$ cat src/rtl/poci_readout_sequencer_if.sv
// Command/mux/pad signal bundle for the POCI readout sequencer.
// The command decoder (plus the byte mux) is the master side; the sequencer is the slave side.
interface poci_readout_sequencer_if #(
   parameter int CNT_W = 6
);
   logic             start;
   logic [7:0]       start_addr;
   logic [CNT_W-1:0] num_bytes;
   logic [7:0]       mux_msg;
   logic [7:0]       mux_addr;
   logic             serial_out;
   logic             busy;
   logic             done;
   logic             err;

   modport master (
      output start, start_addr, num_bytes, mux_msg,
      input  mux_addr, serial_out, busy, done, err
   );

   modport slave (
      input  start, start_addr, num_bytes, mux_msg,
      output mux_addr, serial_out, busy, done, err
   );
endinterface

$ cat src/rtl/poci_readout_sequencer.sv
// POCI readout sequencer: walks the byte mux from a start address and
// streams the selected bytes LSB-first as one gapless serial stream.
//
// state | meaning
// IDLE  | outputs parked at 0, waiting for a valid start request
// LOAD  | first mux address presented, first byte settling on mux_msg
// SHIFT | bits leaving on serial_out; next byte fetched during bit 7
module poci_readout_sequencer #(
   parameter int MAX_ADDR = 59,
   parameter int CNT_W    = 6
) (
   input logic                     sclk,
   input logic                     rst,
   poci_readout_sequencer_if.slave bus
);

   typedef enum logic [1:0] {IDLE, LOAD, SHIFT} state_t;

   state_t           state_q, state_d;
   logic [7:0]       mux_addr_q, mux_addr_d;
   logic             ser_q, ser_d;
   logic             busy_q, busy_d;
   logic             done_q, done_d;
   logic             err_q, err_d;
   logic [CNT_W-1:0] byte_cnt_q, byte_cnt_d;
   logic [2:0]       bit_cnt_q, bit_cnt_d;
   logic [7:0]       shreg_q, shreg_d;

   logic [8:0]       last_addr;
   logic             req_ok;
   logic             more_bytes;

   // Last address touched by the request; 9 bits so an oversized request cannot wrap into range.
   always_comb begin
      last_addr  = {1'b0, bus.start_addr} + 9'(bus.num_bytes) - 9'd1;
      req_ok     = (bus.start_addr != 8'd0) && (bus.num_bytes != '0) &&
                   (last_addr <= 9'(MAX_ADDR));
      more_bytes = (byte_cnt_q > CNT_W'(1));
   end

   // Register all sequencer state; rst parks every output at 0 without a clock edge.
   always_ff @(posedge sclk or posedge rst) begin
      if (rst) begin
         state_q    <= IDLE;
         mux_addr_q <= 8'd0;
         ser_q      <= 1'b0;
         busy_q     <= 1'b0;
         done_q     <= 1'b0;
         err_q      <= 1'b0;
         byte_cnt_q <= '0;
         bit_cnt_q  <= 3'd0;
         shreg_q    <= 8'd0;
      end else begin
         state_q    <= state_d;
         mux_addr_q <= mux_addr_d;
         ser_q      <= ser_d;
         busy_q     <= busy_d;
         done_q     <= done_d;
         err_q      <= err_d;
         byte_cnt_q <= byte_cnt_d;
         bit_cnt_q  <= bit_cnt_d;
         shreg_q    <= shreg_d;
      end
   end

   // Next-state and next-output logic; done is a single-cycle pulse by default.
   always_comb begin
      state_d    = state_q;
      mux_addr_d = mux_addr_q;
      ser_d      = ser_q;
      busy_d     = busy_q;
      done_d     = 1'b0;
      err_d      = err_q;
      byte_cnt_d = byte_cnt_q;
      bit_cnt_d  = bit_cnt_q;
      shreg_d    = shreg_q;

      case (state_q)
         IDLE: begin
            mux_addr_d = 8'd0;
            ser_d      = 1'b0;
            busy_d     = 1'b0;
            if (bus.start) begin
               if (req_ok) begin
                  mux_addr_d = bus.start_addr;
                  byte_cnt_d = bus.num_bytes;
                  err_d      = 1'b0;
                  busy_d     = 1'b1;
                  state_d    = LOAD;
               end else begin
                  err_d = 1'b1;
               end
            end
         end

         LOAD: begin
            shreg_d   = {1'b0, bus.mux_msg[7:1]};
            ser_d     = bus.mux_msg[0];
            bit_cnt_d = 3'd0;
            state_d   = SHIFT;
         end

         SHIFT: begin
            if (bit_cnt_q == 3'd7) begin
               if (more_bytes) begin
                  // mux_addr already moved on during bit 7, so mux_msg holds the next byte.
                  shreg_d    = {1'b0, bus.mux_msg[7:1]};
                  ser_d      = bus.mux_msg[0];
                  byte_cnt_d = byte_cnt_q - CNT_W'(1);
                  bit_cnt_d  = 3'd0;
               end else begin
                  state_d    = IDLE;
                  done_d     = 1'b1;
                  busy_d     = 1'b0;
                  ser_d      = 1'b0;
                  mux_addr_d = 8'd0;
                  byte_cnt_d = '0;
                  bit_cnt_d  = 3'd0;
                  shreg_d    = 8'd0;
               end
            end else begin
               ser_d     = shreg_q[0];
               shreg_d   = {1'b0, shreg_q[7:1]};
               bit_cnt_d = bit_cnt_q + 3'd1;
               if (bit_cnt_q == 3'd6 && more_bytes) begin
                  mux_addr_d = mux_addr_q + 8'd1;
               end
            end
         end

         default: state_d = IDLE;
      endcase
   end

   assign bus.mux_addr   = mux_addr_q;
   assign bus.serial_out = ser_q;
   assign bus.busy       = busy_q;
   assign bus.done       = done_q;
   assign bus.err        = err_q;

endmodule
$ cat src/flat_wrapper.sv
// flat-port wrapper written by rule: the top's interface ports become plain ports
module poci_readout_sequencer_flat 
#(
   parameter int MAX_ADDR = 59,
   parameter int CNT_W    = 6
)
  (sclk, rst, bus_start, bus_start_addr, bus_num_bytes, bus_mux_msg, bus_mux_addr, bus_serial_out, bus_busy, bus_done, bus_err);
  poci_readout_sequencer_if #(.CNT_W(CNT_W)) bus_i ();
  input logic sclk;
  input logic rst;
  input wire logic [$bits(bus_i.start)-1:0] bus_start;
  input wire logic [$bits(bus_i.start_addr)-1:0] bus_start_addr;
  input wire logic [$bits(bus_i.num_bytes)-1:0] bus_num_bytes;
  input wire logic [$bits(bus_i.mux_msg)-1:0] bus_mux_msg;
  output wire logic [$bits(bus_i.mux_addr)-1:0] bus_mux_addr;
  output wire logic [$bits(bus_i.serial_out)-1:0] bus_serial_out;
  output wire logic [$bits(bus_i.busy)-1:0] bus_busy;
  output wire logic [$bits(bus_i.done)-1:0] bus_done;
  output wire logic [$bits(bus_i.err)-1:0] bus_err;
  assign bus_i.start = bus_start;
  assign bus_i.start_addr = bus_start_addr;
  assign bus_i.num_bytes = bus_num_bytes;
  assign bus_i.mux_msg = bus_mux_msg;
  assign bus_mux_addr = bus_i.mux_addr;
  assign bus_serial_out = bus_i.serial_out;
  assign bus_busy = bus_i.busy;
  assign bus_done = bus_i.done;
  assign bus_err = bus_i.err;
  poci_readout_sequencer #(.MAX_ADDR(MAX_ADDR), .CNT_W(CNT_W)) u_core (.sclk(sclk), .rst(rst), .bus(bus_i));
endmodule
$ cat config.mk
export PLATFORM = sky130hd
export DESIGN_NAME = poci_readout_sequencer_flat
export DESIGN_NICKNAME = d
export VERILOG_FILES = /design/src/rtl/poci_readout_sequencer_if.sv /design/src/rtl/poci_readout_sequencer.sv /design/src/flat_wrapper.sv
export SDC_FILE = /design/constraint.sdc
export NUM_CORES = 1
export LEC_CHECK = 0
export BUFFER_PORTS_ARGS = -buffer_cell sky130_fd_sc_hd__buf_2
export CAP_MARGIN = 20
export CORE_MARGIN = 5
export CORE_UTILIZATION = 62
export CTS_CLUSTER_SIZE = 40
export DETAILED_ROUTE_END_ITERATION = 16
export GPL_TIMING_DRIVEN = 0
export PLACE_DENSITY_LB_ADDON = 0.25
export SLEW_MARGIN = 40
export SYNTH_ARGS = -nofsm -noshare
export SYNTH_HDL_FRONTEND = slang
export SYNTH_SLANG_ARGS = --single-unit
export TNS_END_PERCENT = 5
$ cat constraint.sdc
create_clock -name sclk -period 3.8 [get_ports sclk]
set_input_delay 0.19 -clock sclk [delete_from_list [all_inputs] [get_ports sclk]]
set_output_delay 0.19 -clock sclk [all_outputs]
set_load 0.01 [all_outputs]
Word level (Yosys, flattened, before mapping)
Index checks and enable logic that the tools add are counted.
{"block": "totals", "ff_bits": 31, "latchBits": 0, "mem_bits_rw": 0, "romBits": 0, "inputBits": 25, "out_inout_bits": 12, "word_cells": 73, "n_memories": 0}
{"block": "classes", "addsub": 5, "multipliers": 0, "n_div": 0, "magnitude_cmp": 2, "n_eq_ne": 10, "shift": 0, "muxes": 33, "n_bitwise": 0, "n_reduce_logical": 14}
{"cell": "$mux W8", "count": 5}
{"cell": "$pmux W8 S2", "count": 2}
{"cell": "$mux W6", "count": 4}
{"cell": "$mux W7", "count": 2}
{"cell": "$pmux W6 S2", "count": 1}
{"cell": "$mux W1", "count": 10}
{"cell": "$add A8 B6 Y9", "count": 1}
{"cell": "$le A9 B6 Y1 const B", "count": 1}
{"cell": "$sub A9 B1 Y9 const B", "count": 1}
{"cell": "$add A8 B1 Y8 const B", "count": 1}
{"cell": "$mux W2", "count": 4}
{"cell": "$reduce_and A4 Y1", "count": 2}
{"cell": "$reduce_bool A8 Y1", "count": 1}
{"cell": "$eq A3 B3 Y1 const B", "count": 2}
{"cell": "$gt A6 B1 Y1 const B", "count": 1}
{"cell": "$pmux W2 S3", "count": 1}
{"cell": "$pmux W3 S2", "count": 1}
{"cell": "$reduce_and A3 Y1", "count": 2}
{"cell": "$reduce_bool A6 Y1", "count": 1}
{"cell": "$sub A6 B1 Y6 const B", "count": 1}
{"cell": "$ne A2 B1 Y1 const B", "count": 2}
{"cell": "$ne A2 B2 Y1 const B", "count": 2}
{"cell": "$reduce_bool A2 Y1", "count": 2}
{"cell": "$add A3 B1 Y3 const B", "count": 1}
{"cell": "other kinds (11)", "count": 13}

Longest topological paths before layout
Gate-level depths: netlist of the first run.
{"block": "depth", "depth_word": 7, "mapped_depth": 14, "mapped_depth_nobuf": 13}

Worst setup path before layout of the first run
OpenSTA, ideal clock, no wires.
{"block": "synth_path", "path_kind": "in2reg", "start": "input port bus_num_bytes[1]", "end": "register u_core.byte_cnt_q[4]", "setup_ns": 0.123, "t_arrival_ns": 2.738, "required_ns": 3.677, "path_slack_ns": 0.939, "stages": 14, "path_buffers": 1, "cell_sequence": "inv_1 > ha_1 > inv_1 > ha_1 > inv_1 > fa_1 > nand2b_1 > a2111oi_0 > a311oi_1 > nor4_1 > o2111a_1 > buf_2 > nand3_1 > o221a_2"}
{"block": "synth_via", "elab_chain_len": 6, "word_cells_on_any_way": 8, "classes_between": "add/sub: 2; order compare: 1; eq/ne: 1; reduce/logical: 4"}
{"item": "start, declared", "line": "flat_wrapper.sv:13", "rtl": "input wire logic [$bits(bus_i.num_bytes)-1:0] bus_num_bytes;"}
{"item": "$add A8 B6 Y9", "line": "poci_readout_sequencer.sv:35", "rtl": "last_addr = {1'b0, bus.start_addr} + 9'(bus.num_bytes) - 9'd1;"}
{"item": "$sub A9 B1 Y9", "line": "poci_readout_sequencer.sv:35"}
{"item": "$le A9 B6 Y1", "line": "poci_readout_sequencer.sv:37", "rtl": "(last_addr <= 9'(MAX_ADDR));"}
{"item": "$logic_and A1 B1 Y1 *", "line": "poci_readout_sequencer.sv:36", "rtl": "req_ok = (bus.start_addr != 8'd0) && (bus.num_bytes != '0) &&"}
{"item": "$ne A2 B1 Y1 (no line) *"}
{"item": "$reduce_and A4 Y1 (no line) *"}
{"item": "end signal, assigned", "line": "poci_readout_sequencer.sv:60", "rtl": "byte_cnt_q <= byte_cnt_d;"}
{"item": "end, declared", "line": "poci_readout_sequencer.sv:25", "rtl": "logic [CNT_W-1:0] byte_cnt_q, byte_cnt_d;"}
Mark *: on every way between the ends. The rest lies on a longest branch, timed or not.
A chain may end at the register's enable or synchronous reset.

Worst setup path in the final report of the first run
{"block": "layout_path", "start": "input port bus_start_addr[1]", "end": "register u_core.mux_addr_q[6] (netlist: u_core.bus.mux_addr[6])"}
{"block": "layout_via", "elab_chain_len": 7, "word_cells_on_any_way": 9, "classes_between": "add/sub: 2; order compare: 1; mux: 3; reduce/logical: 3"}
{"item": "start, declared", "line": "flat_wrapper.sv:12", "rtl": "input wire logic [$bits(bus_i.start_addr)-1:0] bus_start_addr;"}
{"item": "$add A8 B6 Y9", "line": "poci_readout_sequencer.sv:35"}
{"item": "$sub A9 B1 Y9", "line": "poci_readout_sequencer.sv:35"}
{"item": "$le A9 B6 Y1", "line": "poci_readout_sequencer.sv:37"}
{"item": "$logic_and A1 B1 Y1 *", "line": "poci_readout_sequencer.sv:36"}
{"item": "$mux W8 *", "line": "poci_readout_sequencer.sv:84", "rtl": "if (req_ok) begin"}
{"item": "$mux W8 *", "line": "poci_readout_sequencer.sv:83", "rtl": "if (bus.start) begin"}
{"item": "$pmux W8 S2 *", "line": "poci_readout_sequencer.sv:78", "rtl": "case (state_q)"}
{"item": "end signal, assigned", "line": "poci_readout_sequencer.sv:55", "rtl": "mux_addr_q <= mux_addr_d;"}
{"item": "end, declared", "line": "poci_readout_sequencer.sv:20", "rtl": "logic [7:0] mux_addr_q, mux_addr_d;"}
Marks and branches as above.

==> impl_metrics.toml, run 1 <==
[pwr]
internal_power_mw = 0.857
power_frac_seq = 0.340
powerDensity_nw_per_um2 = 514
pwr-share-clk = 0.232
leakagePower_nw = 1.32
p_sw_frac = 0.395
switchingPower_mw = 0.559
combPwrFrac = 0.429
peakVddDrop_uv = 323

[worst_setup_path]
crit_family = "compound AO/OA/AOI/OAI gates"
cp-start-kind = "primary input"
setup.worst_path.start = "bus_start_addr[1]"
cp_common_cell = "inv_1"
critPathMaxStageDelay_ps = 450
arrival_ps = 3370
path_max_fanout = 10
r2r_start = "u_core.state_q[0]$_DFFE_PP0P_"
crit_slowest_cell = "a2111oi_0"
crit_type = "in2reg"
path_cells = "buf_2 -> inv_1 -> ha_1 -> inv_1 -> ha_1 -> inv_1 -> fa_1 -> nand2b_1 -> a2111oi_0 -> a311oi_1 -> nor4_1 -> o2111a_1 -> buf_2 -> nand3b_1 -> o221ai_1"
cp.buffers_inverters = 5
worst_setup_path_end_kind = "flip-flop"
required_ps = 4000

[place]
portBuffers = 36
dp_hpwl_um = 4080
place.gp.congestion = 0.861
dpl_cell_area_um2 = 2630
post-place-ws_ps = 416
dp.cells = 379

[timing]
max-slew-margin-rel = 0.516
fin_crit_sh = 0.834
setup_violations = 0
slew_violations = 0
fmax_mhz = 316
whs_ps = 141
rsz0062_at_grt = "no"
hold_violations = 0
fin_skew_ps = 8.80
layout_setup_ws_ps = 631
tightest_slew_ps = 721
fin_crit_ps = 3170
fin_tns_setup_ps = 0

[yosys]
synth_top_family_by_area = "compound AO/OA/AOI/OAI gates"
ys_seq_area_frac = 0.314
synth-edff-count = 0
synth_area_um2 = 2390
synth_adder_area_share = 0.139
yosysMostFrequentCell = "inv_1"
synth_xor_xnor_area_share = 0.0256
synth_compound_area_frac = 0.221
synthSimpleGateAreaFrac = 0.183
ys_async_sr_fraction = 1.00
synthTopCellsByArea = "dfrtp_1 (31%), ha_1 (13%), inv_1 (6.6%)"
avgSynthCellArea_um2 = 8.11
synthMuxAreaShare = 0.0225
ys.flop_type = "dfrtp_1"
synth_seq_cells = 30
synth_top_area_cell = "dfrtp_1"
synth_cells = 295
synth_top_area_share = 0.314
synth_fp_nets = 346
synth_cell_types = 51
synth_common_cells = "inv_1 (42), nand2_1 (38), dfrtp_1 (30)"
yosysWarnings = 0

[route]
via_count = 2218
drt_pre_antenna_iters = 4
drc = 0
vias_per_cell = 5.72
drt-initial-drc-count = 220
ant_nets = 0
wl_per_cell_um = 14.3
drt-total-wl_um = 5530

[clock_network]
cts_resized = 0
insertion_delay_ps = 290
cts_setup_buffers = 0
numClockSinks = 30
htreeDepth = 2
cts_buffer_depth = 2
cts_made_buffers = 5
clk_pin_slew_ps = 70
cts_tree = "yes"
cts-root-buf = "clkbuf_8"

[layout]
nNetsFinal = 390
seq_area_um2 = 751
multi_input_area_um2 = 1410
syn_to_final_growth_pct = 15.2
drive_above_1_share = 0.165
n_antenna_cell = 0
num-fill-cells = 286
finalInstanceArea_um2 = 2760
final_cells = 388

[run]
cap_violations = 0

[global_route]
grt_pass1_vias = 2098
grt_max_degree = 31
grt-ovfl-total = 0
grt_usage = 0.229
grt_pass1_wl_um = 9550
antenna_found_initial = 0

[floorplan]
die_width_um = 72.1
initial_core_util = 0.648
design.core.area_um2 = 3690
num_rows = 22
dieArea_um2 = 5200
io_pins = 37
die_y_um = 72.1

[outcome]
status = "complete, no violations"

[hold_path]
min-delay-start = "bus_mux_msg[7]"
hp-class = "in2reg"
worst register-to-register path: stages (launching register included):
cell and delay [ps]:
dfrtp_1 430, inv_1 110, ha_1 140, buf_1 500, clkinv_1 450, o21a_1 350, o221a_2 290
registers in the layout, indices dropped and copies added (netlist names):
signal / cells
u_core.shreg_q: 7
u_core.bus.err: 1
u_core.bit_cnt_q: 3
u_core.bus.done: 1
u_core.bus.busy: 1
u_core.byte_cnt_q: 6
u_core.bus.mux_addr: 8
u_core.bus.serial_out: 1
u_core.state_q: 2
logic make-up (layout without fill, tap and decap cells):
| group | count (synthesis) | in the layout |
|---|---|---|
| flip-flops | 30 | 30 |
| multiplexers | 4 | 4 |
| adder cells (fa/ha/maj) | 26 | 26 |
| AND/OR/NAND/NOR | 94 | 94 |
| AO/OA/AOI/OAI | 78 | 78 |
| buffers and inverters | 56 | 101 |
| XOR/XNOR | 7 | 7 |
final cells by class:
class / count / area share
clock inverters: 3 / 0.0163
plain buffers: 13 / 0.0241
multi-input cells: 209 / 0.513
inverters: 43 / 0.0586
flip-flops and latches: 30 / 0.272
clock buffers: 5 / 0.0250
well taps: 48 / 0.0218
repair buffers: 37 / 0.0690
path summary, 6_finish.rpt:
path | end | slack [ps] | depth (start not counted)
max | u_core.bus.mux_addr[6]$_DFFE_PP0P_ | 630 | 15
min | u_core.shreg_q[6]$_DFFE_PP0P_ | 140 | 3
max reg2reg | u_core.byte_cnt_q[4]$_DFFE_PP0P_ | 1430 | 6
min reg2reg | u_core.bus.serial_out$_DFFE_PP0P_ | 510 | 2
max in group asynchronous | u_core.bus.mux_addr[7]$_DFFE_PP0P_ | 2870 | 3
min in group asynchronous | u_core.bus.mux_addr[6]$_DFFE_PP0P_ | 510 | 3
per-stage QoR:
stage | utilization | total power, mW
after floorplan | - | 0.928
after global placement | 0.713 | 1.06
after CTS | 0.747 | 1.41
final | 0.747 | 1.42
after detailed placement | 0.713 | 1.08
after global routing | 0.747 | 1.52
metal layers:
layer | up-vias | GRT usage | wire length (µm)
met5 | - | 0 | 0
met4 | 0 | 0.0814 | 94
met3 | 13 | 0.0609 | 358
met2 | 80 | 0.362 | 2610
met1 | 1016 | 0.302 | 2470
li1 | 1109 | - | -
power by group through the flow:
stage,logic (mW),registers (mW),clock network (mW)
after CTS,0.602,0.480,0.329
after detailed placement,0.595,0.485,0
final,0.607,0.481,0.328
after floorplan,0.448,0.480,0
after global placement,0.581,0.483,0
after global routing,0.679,0.495,0.344
layout by cell type, fill, tap and decap left out, types with 2 or more instances in the layout:
cell type   Yosys  routed
inv_1          42      41
buf_2           2      38
nand2_1        38      38
dfrtp_1        30      30
ha_1           25      25
o21ai_0        22      22
nor2_1         21      21
o22ai_1        12      12
a21oi_1        10      10
nand3_1         8       8
o221ai_1        8       8
clkbuf_1        7       7
nor3_1          6       6
o21ai_1         5       5
xnor2_1         5       5
clkbuf_8        0       5
o211ai_1        3       3
nand2b_1        3       3
and3_1          3       3
o221a_1         3       3
nor2b_1         2       2
nand4_1         2       2
xor2_1          2       2
buf_1           2       2
nand3b_1        2       2
buf_6           2       2
or3_1           2       2
o221a_2         2       2
mux2i_1         2       2
nor3b_1         2       2
clkinvlp_4      0       2
timing repair:
action	CTS	global route
hold buffers	1	0
hold endpoints to repair	11	0
endpoints found under the setup margin	0	0
(Power assumes the default switching activity.)
==> run 2: changes to the inputs <==
--- a/config.mk
+++ b/config.mk
@@ -8,7 +8,7 @@
 export BUFFER_PORTS_ARGS = -buffer_cell sky130_fd_sc_hd__buf_2
 export CAP_MARGIN = 20
 export CORE_MARGIN = 5
-export CORE_UTILIZATION = 62
+export CORE_UTILIZATION = 57
 export CTS_CLUSTER_SIZE = 40
 export DETAILED_ROUTE_END_ITERATION = 16
 export GPL_TIMING_DRIVEN = 0
==> constraint.sdc (replaced) <==
create_clock -name sclk -period 3.2 [get_ports sclk]
set_input_delay 0.16 -clock sclk [delete_from_list [all_inputs] [get_ports sclk]]
set_output_delay 0.16 -clock sclk [all_outputs]
set_load 0.01 [all_outputs]
==> impl_metrics.toml, run 2 (same netlist as run 1, synthesis figures left out) <==
[worst_setup_path]
worst_setup_path_end_kind = "flip-flop"
path_max_fanout = 10
crit_type = "in2reg"
required_ps = 3390
crit_slowest_cell = "fa_1"
r2r_setup_slack_ps = 870
critPathMaxStageDelay_ps = 400
cp-start-kind = "primary input"
arrival_ps = 3160
cp_common_cell = "inv_1"
path_cells = "buf_2 -> inv_1 -> ha_1 -> inv_1 -> ha_1 -> inv_1 -> fa_1 -> nand2b_1 -> a2111oi_2 -> a311oi_1 -> nor4_1 -> o2111a_1 -> clkbuf_4 -> nand3b_1 -> buf_4 -> o221ai_1"

[timing]
tightest_slew_ps = 751
fin_crit_sh = 0.925
rsz0062_at_grt = "no"
fmax_mhz = 338
hold_violations = 0
layout_setup_ws_ps = 239
fin_tns_setup_ps = 0
fin_crit_ps = 2960
setup_violations = 0
slew_violations = 0
fin_skew_ps = 4.75
max-slew-margin-rel = 0.496

[place]
dp_hpwl_um = 4360
post-place-ws_ps = -215
place.gp.congestion = 0.915
portBuffers = 36

[clock_network]
htreeDepth = 2
cts-root-buf = "clkbuf_8"
cts_buffer_depth = 2
numClockSinks = 30
clk_pin_slew_ps = 60
cts_tree = "yes"
cts_made_buffers = 5
insertion_delay_ps = 290

[route]
drt-total-wl_um = 5780
ant_nets = 0
via_count = 2251
drc = 0
vias_per_cell = 5.76
wl_per_cell_um = 14.8
drt-initial-drc-count = 158
drt_pre_antenna_iters = 4

[global_route]
grt_pass1_wl_um = 9650
grt_max_degree = 31
grt_usage = 0.226
antenna_found_initial = 0
grt-ovfl-total = 0
grt_pass1_vias = 2203

[floorplan]
die_y_um = 74.8
design.core.area_um2 = 4030
num_rows = 23
io_pins = 37
initial_core_util = 0.593
dieArea_um2 = 5590
die_width_um = 74.8

[hold_path]
hp-class = "in2reg"

[pwr]
peakVddDrop_uv = 391
leakagePower_nw = 1.32
powerDensity_nw_per_um2 = 589

[layout]
layout_commonest_cell = "inv_1"
final_cell_mix = "inv_1 (41), nand2_1 (38), buf_2 (37)"
multi_input_area_um2 = 1420
largest_reg_flops = 8
seq_area_um2 = 751
drive_above_1_share = 0.167
num-fill-cells = 344
syn_to_final_growth_pct = 15.1
n_antenna_cell = 0
nNetsFinal = 391

[run]
cap_violations = 0

[outcome]
status = "complete, no violations"
run 2: cell count changes in the layout (fill, tap and decap cells not counted), sizes merged:
cell	before	now
clkinv	1	2
clkinvlp	2	0
clkbuf	12	15
bufinv	1	0
run 2: worst paths after layout:
check	to	cells past startpoint	start
max	u_core.bus.mux_addr[4]$_DFFE_PP0P_	16	bus_num_bytes[1]
min reg2reg	u_core.bus.serial_out$_DFFE_PP0P_	2	u_core.bus.serial_out$_DFFE_PP0P_
max in group asynchronous	u_core.bus.busy$_DFFE_PP0P_	3	rst
max reg2reg	u_core.bus.mux_addr[4]$_DFFE_PP0P_	8	u_core.byte_cnt_q[2]$_DFFE_PP0P_
min in group asynchronous	u_core.bus.done$_DFF_PP0_	3	rst
min	u_core.shreg_q[6]$_DFFE_PP0P_	3	bus_mux_msg[7]
run 2: report_power, final:
group | switching [mW] | internal [mW] | total (mW)
Combinational | 0.426 | 0.301 | 0.727
Sequential | 0.0844 | 0.489 | 0.573
Clock | 0.147 | 0.173 | 0.320
Total | 0.658 | 0.963 | 1.62
run 2: metal layers:
layer  GRT usage  part of all wire
met1       0.291              0.45
met2       0.370              0.47
met3      0.0481             0.066
met4      0.0949             0.017
met5           0                 0
run 2: repair_timing:
item | CTS | global route
gates resized for setup | 0 | 3
setup buffers | 0 | 1
hold buffers | 1 | 0
endpoints found under the setup margin | 0 | 12
endpoints found under the hold margin | 30 | 0
run 2: layout make-up:
type | count | share of cell area
Buffer | 13 | 0.0250
Clock buffer | 7 | 0.0314
Clock inverter | 1 | 0.00182
Inverter | 43 | 0.0587
Multi-Input combinational cell | 209 | 0.516
Sequential cell | 30 | 0.273
Tap cell | 50 | 0.0227
Timing Repair Buffer | 38 | 0.0719
run 2: per-stage QoR:
stage	utilization	power, mW	hold slack [ps]	std cells	cell area [µm²]
final	0.683	1.62	124	391	2750
after global routing	0.683	1.74	129	391	2750
after global placement	0.654	1.27	402	381	2630
after detailed placement	0.654	1.29	287	381	2630
after floorplan	-	1.10	251	295	2390
after CTS	0.679	1.61	114	390	2740
run 2: critical path, delay by kind of cell:
| kind | cells | cell delay [ps] |
|---|---|---|
| and+or+nand+nor | 3 | 620 |
| buffers and inverters | 6 | 680 |
| AOI/OAI and AO/OA | 4 | 840 |
| adders and majority gates | 3 | 860 |
